## config.mk

```make
export PLATFORM = sky130hd
export DESIGN_NAME = mux_nx1_pipe
export DESIGN_NICKNAME = d
export VERILOG_FILES = /design/src/rtl/mux_pkg.sv /design/src/rtl/mux_4x1_reg.sv /design/src/rtl/mux_nx1_pipe.sv
export SDC_FILE = /design/constraint.sdc
export NUM_CORES = 1
export LEC_CHECK = 0
export CORE_AREA = 2 2 52 54
export CTS_BUF_LIST = sky130_fd_sc_hd__clkbuf_16
export CTS_CLUSTER_SIZE = 30
export DETAILED_ROUTE_END_ITERATION = 10
export DIE_AREA = 0 0 54 56
export PLACE_DENSITY = 0.7
export SLEW_MARGIN = 25
export SYNTH_ARGS = -nofsm -noshare
export SYNTH_HDL_FRONTEND = slang
export SYNTH_SLANG_ARGS = --single-unit
export TNS_END_PERCENT = 20
```

## constraint.sdc

```tcl
create_clock -name clk -period 1.5 [get_ports clk]
set_input_delay 0.3 -clock clk [delete_from_list [all_inputs] [get_ports clk]]
set_output_delay 0.3 -clock clk [all_outputs]
set_load 0.05 [all_outputs]
```

## src/rtl/mux_pkg.sv

```systemverilog
// Shared constants and elaboration-time helpers for the pipelined N:1 selector tree.
package mux_pkg;

  localparam logic MODE_DIRECT = 1'b0;
  localparam logic MODE_SCAN   = 1'b1;

  function automatic int clog2(input int v);
    int r = 0;
    for (int p = 1; p < v; p = p * 2) r++;
    return r;
  endfunction

  function automatic int clog4(input int v);
    int r = 0;
    for (int p = 1; p < v; p = p * 4) r++;
    return r;
  endfunction

  function automatic int sel_w(input int n);
    return clog2(n);
  endfunction

  // Pipeline depth: one register rank per 4:1 tree level, never fewer than one.
  function automatic int lvls(input int n);
    return (clog4(n) < 1) ? 1 : clog4(n);
  endfunction

  // Leaves on tree level k; k = -1 yields the channel count itself.
  function automatic int nodes(input int n, input int k);
    int c = n;
    for (int j = 0; j <= k; j++) c = (c + 3) / 4;
    return c;
  endfunction

  // Index of the first leaf of level k in the flattened leaf numbering.
  function automatic int node_off(input int n, input int k);
    int o = 0;
    for (int j = 0; j < k; j++) o += nodes(n, j);
    return o;
  endfunction

endpackage

```

## src/rtl/mux_4x1_reg.sv

```systemverilog
// Registered W-bit 4:1 leaf; valid/err/tag ride alongside the data one rank per leaf.
module mux_4x1_reg
  import mux_pkg::*;
#(
  parameter int W  = 1,
  parameter int TW = 2
) (
  input  logic          clk,
  input  logic          rst_n,
  input  logic          en,
  input  logic [1:0]    sel,
  input  logic [4*W-1:0] d,
  input  logic          valid,
  input  logic          err,
  input  logic [TW-1:0] tag,
  output logic [W-1:0]  q,
  output logic          q_valid,
  output logic          q_err,
  output logic [TW-1:0] q_tag
);

  // NOTE: non-blocking assignments so every rank samples its upstream rank's pre-edge value.
  always_ff @(posedge clk or negedge rst_n) begin
    if (!rst_n) begin
      q       <= '0;
      q_valid <= 1'b0;
      q_err   <= 1'b0;
      q_tag   <= '0;
    end else if (en) begin
      q_valid <= valid;
      // Payload only moves with a real sample, so a bubble leaves the last result in place.
      if (valid) begin
        q     <= d[sel*W +: W];
        q_err <= err;
        q_tag <= tag;
      end
    end
  end

endmodule

```

## src/rtl/mux_nx1_pipe.sv

```systemverilog
// Parametrised pipelined N:1 selector: a tree of registered 4:1 leaves plus an auto-scan
// channel sequencer. Out-of-range direct selects are flagged and return zero.
module mux_nx1_pipe
  import mux_pkg::*;
#(
  parameter int  N_IN  = 10,
  parameter int  W     = 1,
  parameter int  DWELL = 1,
  localparam int SW    = sel_w(N_IN)
) (
  input  logic              clk,
  input  logic              rst_n,
  input  logic              en,
  input  logic [N_IN*W-1:0] i,
  input  logic [SW-1:0]     s,
  input  logic              s_vld,
  input  logic              mode,
  output logic [W-1:0]      y,
  output logic              y_vld,
  output logic [SW-1:0]     y_ch,
  output logic              y_err
);

  localparam int LVLS  = lvls(N_IN);
  localparam int SELW  = 2 * LVLS;
  localparam int TOTAL = node_off(N_IN, LVLS);
  localparam int DWW   = (clog2(DWELL) < 1) ? 1 : clog2(DWELL);
  localparam int NLW   = SELW + 1;

  localparam logic [NLW-1:0] N_LIM      = NLW'(N_IN);
  localparam logic [SW-1:0]  CH_LAST    = SW'(N_IN - 1);
  localparam logic [DWW-1:0] DWELL_LAST = DWW'(DWELL - 1);

  logic [SW-1:0]     scan_ch;
  logic [DWW-1:0]    dwell_cnt;
  logic              launch;
  logic              launch_err;
  logic [SELW-1:0]   sel;
  logic [N_IN*W-1:0] src;

  // NOTE: every always_comb output gets a default first, so no path can infer a latch.
  always_comb begin
    launch        = (mode == MODE_SCAN) || s_vld;
    sel           = '0;
    sel[SW-1:0]   = (mode == MODE_SCAN) ? scan_ch : s;
    launch_err    = ({1'b0, sel} >= N_LIM);
    src           = launch_err ? '0 : i;
  end

  // Scan sequencer: DWELL launches per channel, wraps at N_IN-1, parked at 0 in direct mode.
  always_ff @(posedge clk or negedge rst_n) begin
    if (!rst_n) begin
      scan_ch   <= '0;
      dwell_cnt <= '0;
    end else if (en) begin
      if (mode == MODE_DIRECT) begin
        scan_ch   <= '0;
        dwell_cnt <= '0;
      end else if (dwell_cnt == DWELL_LAST) begin
        dwell_cnt <= '0;
        scan_ch   <= (scan_ch == CH_LAST) ? '0 : scan_ch + 1'b1;
      end else begin
        dwell_cnt <= dwell_cnt + 1'b1;
      end
    end
  end

  logic [TOTAL*W-1:0]    leaf_d;
  logic [TOTAL-1:0]      leaf_v;
  logic [TOTAL-1:0]      leaf_e;
  logic [TOTAL*SELW-1:0] leaf_t;

  for (genvar k = 0; k < LVLS; k++) begin : g_lvl
    localparam int NN  = nodes(N_IN, k);
    localparam int NI  = nodes(N_IN, k - 1);
    localparam int OFF = node_off(N_IN, k);

    logic [4*NN*W-1:0] din;
    logic              v;
    logic              e;
    logic [SELW-1:0]   t;

    if (k == 0) begin : g_in
      always_comb begin
        din           = '0;
        din[NI*W-1:0] = src;
      end
      assign v = launch;
      assign e = launch_err;
      assign t = sel;
    end else begin : g_in
      // Every leaf of the previous level carries the same tag; leaf 0 is the one forwarded.
      localparam int POFF = node_off(N_IN, k - 1);
      always_comb begin
        din           = '0;
        din[NI*W-1:0] = leaf_d[POFF*W +: NI*W];
      end
      assign v = leaf_v[POFF];
      assign e = leaf_e[POFF];
      assign t = leaf_t[POFF*SELW +: SELW];
    end

    for (genvar n = 0; n < NN; n++) begin : g_leaf
      mux_4x1_reg #(
        .W  (W),
        .TW (SELW)
      ) u_leaf (
        .clk     (clk),
        .rst_n   (rst_n),
        .en      (en),
        .sel     (t[2*k +: 2]),
        .d       (din[4*n*W +: 4*W]),
        .valid   (v),
        .err     (e),
        .tag     (t),
        .q       (leaf_d[(OFF+n)*W +: W]),
        .q_valid (leaf_v[OFF+n]),
        .q_err   (leaf_e[OFF+n]),
        .q_tag   (leaf_t[(OFF+n)*SELW +: SELW])
      );
    end
  end

  assign y     = leaf_d[(TOTAL-1)*W +: W];
  assign y_vld = leaf_v[TOTAL-1];
  assign y_err = leaf_e[TOTAL-1];
  assign y_ch  = leaf_t[(TOTAL-1)*SELW +: SW];

  // Side-band copies held by non-forwarded leaves are never read.
  logic unused_meta;
  assign unused_meta = ^{leaf_v, leaf_e, leaf_t};

endmodule

```

## Yosys cells after proc, flatten, opt, wreduce, memory -nomap -nowiden

Index checks and enable logic that the tools add are counted.

| operators by class | value |
|---|---|
| equality and inequality tests | 2 |
| reduce and logical (&&, ||, !) cells | 4 |
| magnitude comparators | 1 |
| shifts and indexed selects | 4 |
| multiplexer cells | 7 |
| add/subtract/negate cells | 2 |

Operators with widths:

| operator | number |
|---|---|
| 4-bit two-way mux | 4 |
| 4-bit by 3-bit variable part select with 1-bit output | 4 |
| 10-bit two-way mux | 1 |
| 2-bit AND reduction | 3 |
| 4-bit by 1-bit adder with 4-bit output, second input constant | 1 |
| 4-bit equality test, second input constant | 1 |
| 4-bit >= comparator, second input constant | 1 |
| 1-bit two-way mux | 2 |
| 2-bit inequality test, second input constant | 1 |
| 1-bit adder, second input constant | 1 |
| 1-bit logical OR | 1 |

| storage, ports and cells | value |
|---|---|
| bits in registers | 21 |
| logic and storage cells | 32 |
| input bits | 19 |
| output and inout bits | 7 |

## Logic depth before layout (Yosys ltp)

| logic depth | value |
|---|---|
| word-level depth | 4 |
| depth in mapped cells | 5 |

## Cells and area by module

Synthesis repeated with hierarchy kept, for this count alone.

| second synthesis, totals | value |
|---|---|
| cells, all modules | 113 |
| area total of the unflattened synthesis | 1527.7 um2 |

Modules (own cells, without submodules):

| module | seq. area each (um2) | cells each | times used | area each (um2) |
|---|---|---|---|---|
| mux_4x1_reg | 175.2 | 17 | 4 | 277.8 |
| mux_nx1_pipe | 100.1 | 45 | 1 | 416.6 |

## Worst setup path after synthesis

No wires, ideal clock.

| path | value |
|---|---|
| path type | input -> register |
| start point | input port mode |
| end point | register g_lvl[0].g_leaf[0].u_leaf.q |
| buffers on the path | 1 |
| data required time | 1404 ps |
| stages on the path | 4 |
| data arrival time | 1462 ps |
| path slack | -58 ps |
| path through | buf_6 mux2i_2 mux4_2 o31ai_1 |

| between the ends | value |
|---|---|
| longest elaborated chain between the ends | 4 |
| elaborated cells between the ends (all ways) | 6 |

RTL lines:

| element | line | RTL |
|---|---|---|
| start: declaration | mux_nx1_pipe.sv:17 | `input logic mode,` |
| 4-bit two-way mux | mux_nx1_pipe.sv:45 | `sel[SW-1:0] = (mode == MODE_SCAN) ? scan_ch : s;` |
| 4-bit >= comparator | mux_nx1_pipe.sv:46 | `launch_err = ({1'b0, sel} >= N_LIM);` |
| 10-bit two-way mux | mux_nx1_pipe.sv:47 | `src = launch_err ? '0 : i;` |
| 4-bit by 3-bit variable part select with 1-bit output | mux_4x1_reg.sv:33 | `q <= d[sel*W +: W];` |
| end signal: assignment | mux_4x1_reg.sv:33 |  |
| end: declaration | mux_4x1_reg.sv:16 | `output logic [W-1:0] q,` |

Several ways; a longest one is shown, not always the timed one.
A chain may end at the register's enable or synchronous reset.

## Final worst setup path

| path | value |
|---|---|
| start point | register scan_ch[0] |
| end point | register g_lvl[0].g_leaf[0].u_leaf.q |

| between the ends | value |
|---|---|
| longest elaborated chain between the ends | 4 |

RTL lines:

| element | line | RTL |
|---|---|---|
| start: declaration | mux_nx1_pipe.sv:34 | `logic [SW-1:0] scan_ch;` |
| start signal: assignment | mux_nx1_pipe.sv:61 | `scan_ch <= (scan_ch == CH_LAST) ? '0 : scan_ch + 1'b1;` |
| 4-bit two-way mux (*) | mux_nx1_pipe.sv:45 |  |
| 4-bit >= comparator | mux_nx1_pipe.sv:46 |  |
| 10-bit two-way mux | mux_nx1_pipe.sv:47 |  |
| 4-bit by 3-bit variable part select with 1-bit output (*) | mux_4x1_reg.sv:33 |  |

Every way passes the cells marked *; elsewhere a longest branch is shown, timed or not.

==> results by group <==
Run status
  • Status: finished, final reports clean

Global route
  • Vias in the first global route: 786
  • Total gr overflow: 0
  • Initial antenna violation count: 0
  • GR Util met2: 24.9%
  • Met1 usage: 19.0%
  • Grt peak-use layer: met2
  • Largest net degree at the start of global routing: 21
  • First-pass GRT wire length: 3.35 mm
  • Grt met3 use: 1.08%
  • Total GRT Usage: between 10% and 20%

Clocking
  • # H-tree levels: 1
  • Num CTS Buffers: 3
  • Clock latency at the later pin of the worst-skew pair: 0.25 ns
  • CTS tree: built
  • Clock tree sinks: 20
  • Clock root buffer: clkbuf_16
  • Worst-path clk slew: ~0.06 ns
  • Clk buf depth: 2

Detailed routing
  • Antenna Nets Post-Route: 0
  • DRC viols: 0
  • Routed wire per std cell: 12.1 µm
  • Final WL: around 1.9 mm
  • Drt initial violations: 9
  • Vias/cell: around 4.9
  • Via count: 762
  • Drt pass-1 iters: 4

Finish
  • Finished Layout Cells: 157
  • Ant. Diodes: 0
  • Final Core Density: between 60% and 70%
  • Area delta synth->final: 56.6%
  • Fillcell total: 194
  • Fin area: roughly 0.0015 mm²
  • Nets@finish: 149
  • Share of cells above drive strength 1: a little over a quarter

Synthesis
  • Compound-cell area share of the yosys netlist: between 10% and 20%
  • Mapped Nets: 110
  • Post-synth cell types: 22
  • Largest family of logic cells by synthesized area: multiplexers
  • XOR/XNOR share of the synthesized area: 0%
  • Synth Area in Adders: 2.57%
  • #FFs+latches synth: 20
  • Synthesis Warnings: 0
  • Simple-gate area share of the yosys netlist: 7.83%
  • Mean post-synth cell area: 11.0 µm²
  • Mux contribution to synthesized area: between 20% and 30%
  • Cell area after synthesis: 975 µm²
  • Cells after Synth: between 80 and 90
  • Sequential share of the synthesized area: 51.3%

STA
  • Clock skew: 0.00433 ns
  • Min Tclk post-route: between 1 and 1.5 ns
  • Final Hold Vio Count: 0
  • Max Slew Vio Count: 0
  • Period utilization: 95.7%
  • Maximum clock frequency: 697 MHz
  • RSZ-0062 raised after global routing: yes
  • Final setup vio count: 0
  • Max-slew headroom: between 80% and 90%
  • Least-Margin Pin Slew: ~0.28 ns

Floorplan
  • Die span in y: 56 µm
  • Die area: 0.00302 mm²
  • Initial core utilization: 40.1%
  • # rows: 18
  • Die X-Extent: 54 µm
  • Core box area: 0.00243 mm²
  • # IOs: 26

Flow run
  • Max cap viols: 0

Critical path
  • Critical Path, Cell by Cell: mux2i_4 -> mux4_2 -> o31ai_1
  • Worst Path Arrival: 1.59 ns
  • Startpoint Class: flip-flop
  • CP max stage cell: mux4_2
  • Max stage delay on crit path: 0.52 ns
  • Worst Path Max Fanout: 4
  • WS Path Type: flip-flop to flip-flop
  • CP Capture Type: flip-flop
  • Critical Path RT: roughly 1.7 ns

Placed design
  • Port Buffers: 25
  • Routability cong.: 0.760
  • Placed Cells: 152
  • Detail Placement HPWL: between 1.5 and 2 mm
  • Post-placement cell area: 0.00141 mm²

Power and ir drop
  • Total power draw: 2.01 mW
  • PwrDens: 1320 mW/mm²
  • Leak: 0.713 nW
  • Peak supply drop: 1040 µV

Min path
  • Min-Delay Path Class: input pin to asynchronous set/reset pin
## per-layer routing
metal | vias up | wire length (µm)
met5 | - | 0
met4 | 0 | 27
met3 | 2 | 66
met2 | 19 | 994
met1 | 355 | 814
li1 | 386 | -
## synthesized netlist by cell type
| cell type | number | area, µm² |
|---|---|---|
| a21oi_1 | 1 | 5.00 |
| a31oi_1 | 2 | 12.5 |
| buf_6 | 1 | 11.3 |
| clkbuf_1 | 2 | 7.51 |
| dfrtp_1 | 20 | 500 |
| ha_1 | 2 | 25.0 |
| inv_1 | 14 | 52.6 |
| mux2_2 | 6 | 67.6 |
| mux2i_1 | 7 | 70.1 |
| mux2i_2 | 1 | 13.8 |
| mux4_2 | 2 | 45.0 |
| nand2_1 | 10 | 37.5 |
| nand2b_1 | 1 | 6.26 |
| nand3_1 | 2 | 10.0 |
| nand3b_1 | 1 | 7.51 |
| nand4_1 | 1 | 6.26 |
| nand4b_1 | 1 | 8.76 |
| o21ai_0 | 9 | 45.0 |
| o21ai_1 | 1 | 5.00 |
| o22a_1 | 1 | 8.76 |
| o22ai_1 | 1 | 6.26 |
| o31ai_1 | 3 | 22.5 |
## layout by cell type (no fill, tap or decap), types with 3 or more instances in the layout
master,instances
buf_12,7
buf_4,11
clkbuf_16,3
clkdlybuf4s50_1,16
dfrtp_1,20
inv_1,14
mux2_2,6
mux2i_1,7
nand2_1,10
o21ai_0,9
## area by class of cell
cell class              instances  area [µm²]  share of cell area, %
flip-flops and latches         20         500                   32.8
multi-input cells              52         417                   27.3
repair buffers                 37         414                   27.1
clock buffers                   3        75.1                   4.92
inverters                      14        52.6                   3.44
well taps                      30        37.5                   2.46
clock inverters                 1        30.0                   1.97
## power by group
part           leakage, nW  internal [mW]  total [mW]  switching (mW)
sequential           0.257          0.625       0.701          0.0762
combinational        0.405          0.320       0.591           0.271
clock               0.0511          0.529       0.720           0.191
total                0.713           1.47        2.01           0.538
## worst max-delay path, delay by kind of cell, from the launching register on
family | cells | cell delay (ns)
compound gates | 1 | 0.20
flops | 1 | 0.40
mux | 2 | 0.73
## what timing repair did
| item | in CTS | in global routing |
|---|---|---|
| pin swaps | 1 | 1 |
| endpoints found under the setup margin | 4 | 1 |
| hold buffers | 0 | 0 |
| buffers inserted | 1 | 0 |
| gates resized for setup | 6 | 0 |
## state kept, by name, indices dropped and copies added, names as in the netlist
register and cells:
g_lvl.g_leaf.u_leaf.q 4, g_lvl.g_leaf.u_leaf.q_tag 8, scan_ch 4, g_lvl.g_leaf.u_leaf.q_err 2, g_lvl.g_leaf.u_leaf.q_valid 2
## logic make-up after synthesis
group / count (synthesis)
muxes: 16
buffers and inverters: 17
AOI/OAI and AO/OA: 18
DFF: 20
and+or+nand+nor: 16
adders and majority gates: 2
## final timing paths
kind                                                                 from                                        endpoint  slack (ns)  cells past startpoint
setup / recovery                                   scan_ch[0]$_DFFE_PN0P_         g_lvl[0].g_leaf[0].u_leaf.q$_DFFE_PN0P_        0.06                      3
hold / removal                                                      rst_n   g_lvl[1].g_leaf[0].u_leaf.q_valid$_DFFE_PN0P_        0.39                      2
setup reg to reg                                   scan_ch[0]$_DFFE_PN0P_         g_lvl[0].g_leaf[0].u_leaf.q$_DFFE_PN0P_        0.06                      3
hold reg to reg            g_lvl[0].g_leaf[0].u_leaf.q_tag[1]$_DFFE_PN0P_  g_lvl[0].g_leaf[0].u_leaf.q_tag[1]$_DFFE_PN0P_        0.49                      2
max in group asynchronous                                           rst_n  g_lvl[1].g_leaf[0].u_leaf.q_tag[3]$_DFFE_PN0P_        0.90                      2
min in group clk           g_lvl[0].g_leaf[0].u_leaf.q_tag[1]$_DFFE_PN0P_  g_lvl[0].g_leaf[0].u_leaf.q_tag[1]$_DFFE_PN0P_        0.49                      2
## stage by stage
stage | hold slack, ns | setup slack [ns] | setup TNS (ns)
6_report | 0.393 | 0.0643 | 0
5_1_grt | 0.420 | -0.0156 | -0.0156
4_1_cts | 0.406 | -0.0188 | -0.0188
3_5_place_dp | 0.485 | -0.564 | -3.09
3_3_place_gp | 0.465 | -0.465 | -2.56
2_1_floorplan | 0.00441 | 0.00292 | 0
No activity file was read; power rests on OpenSTA's default activity.
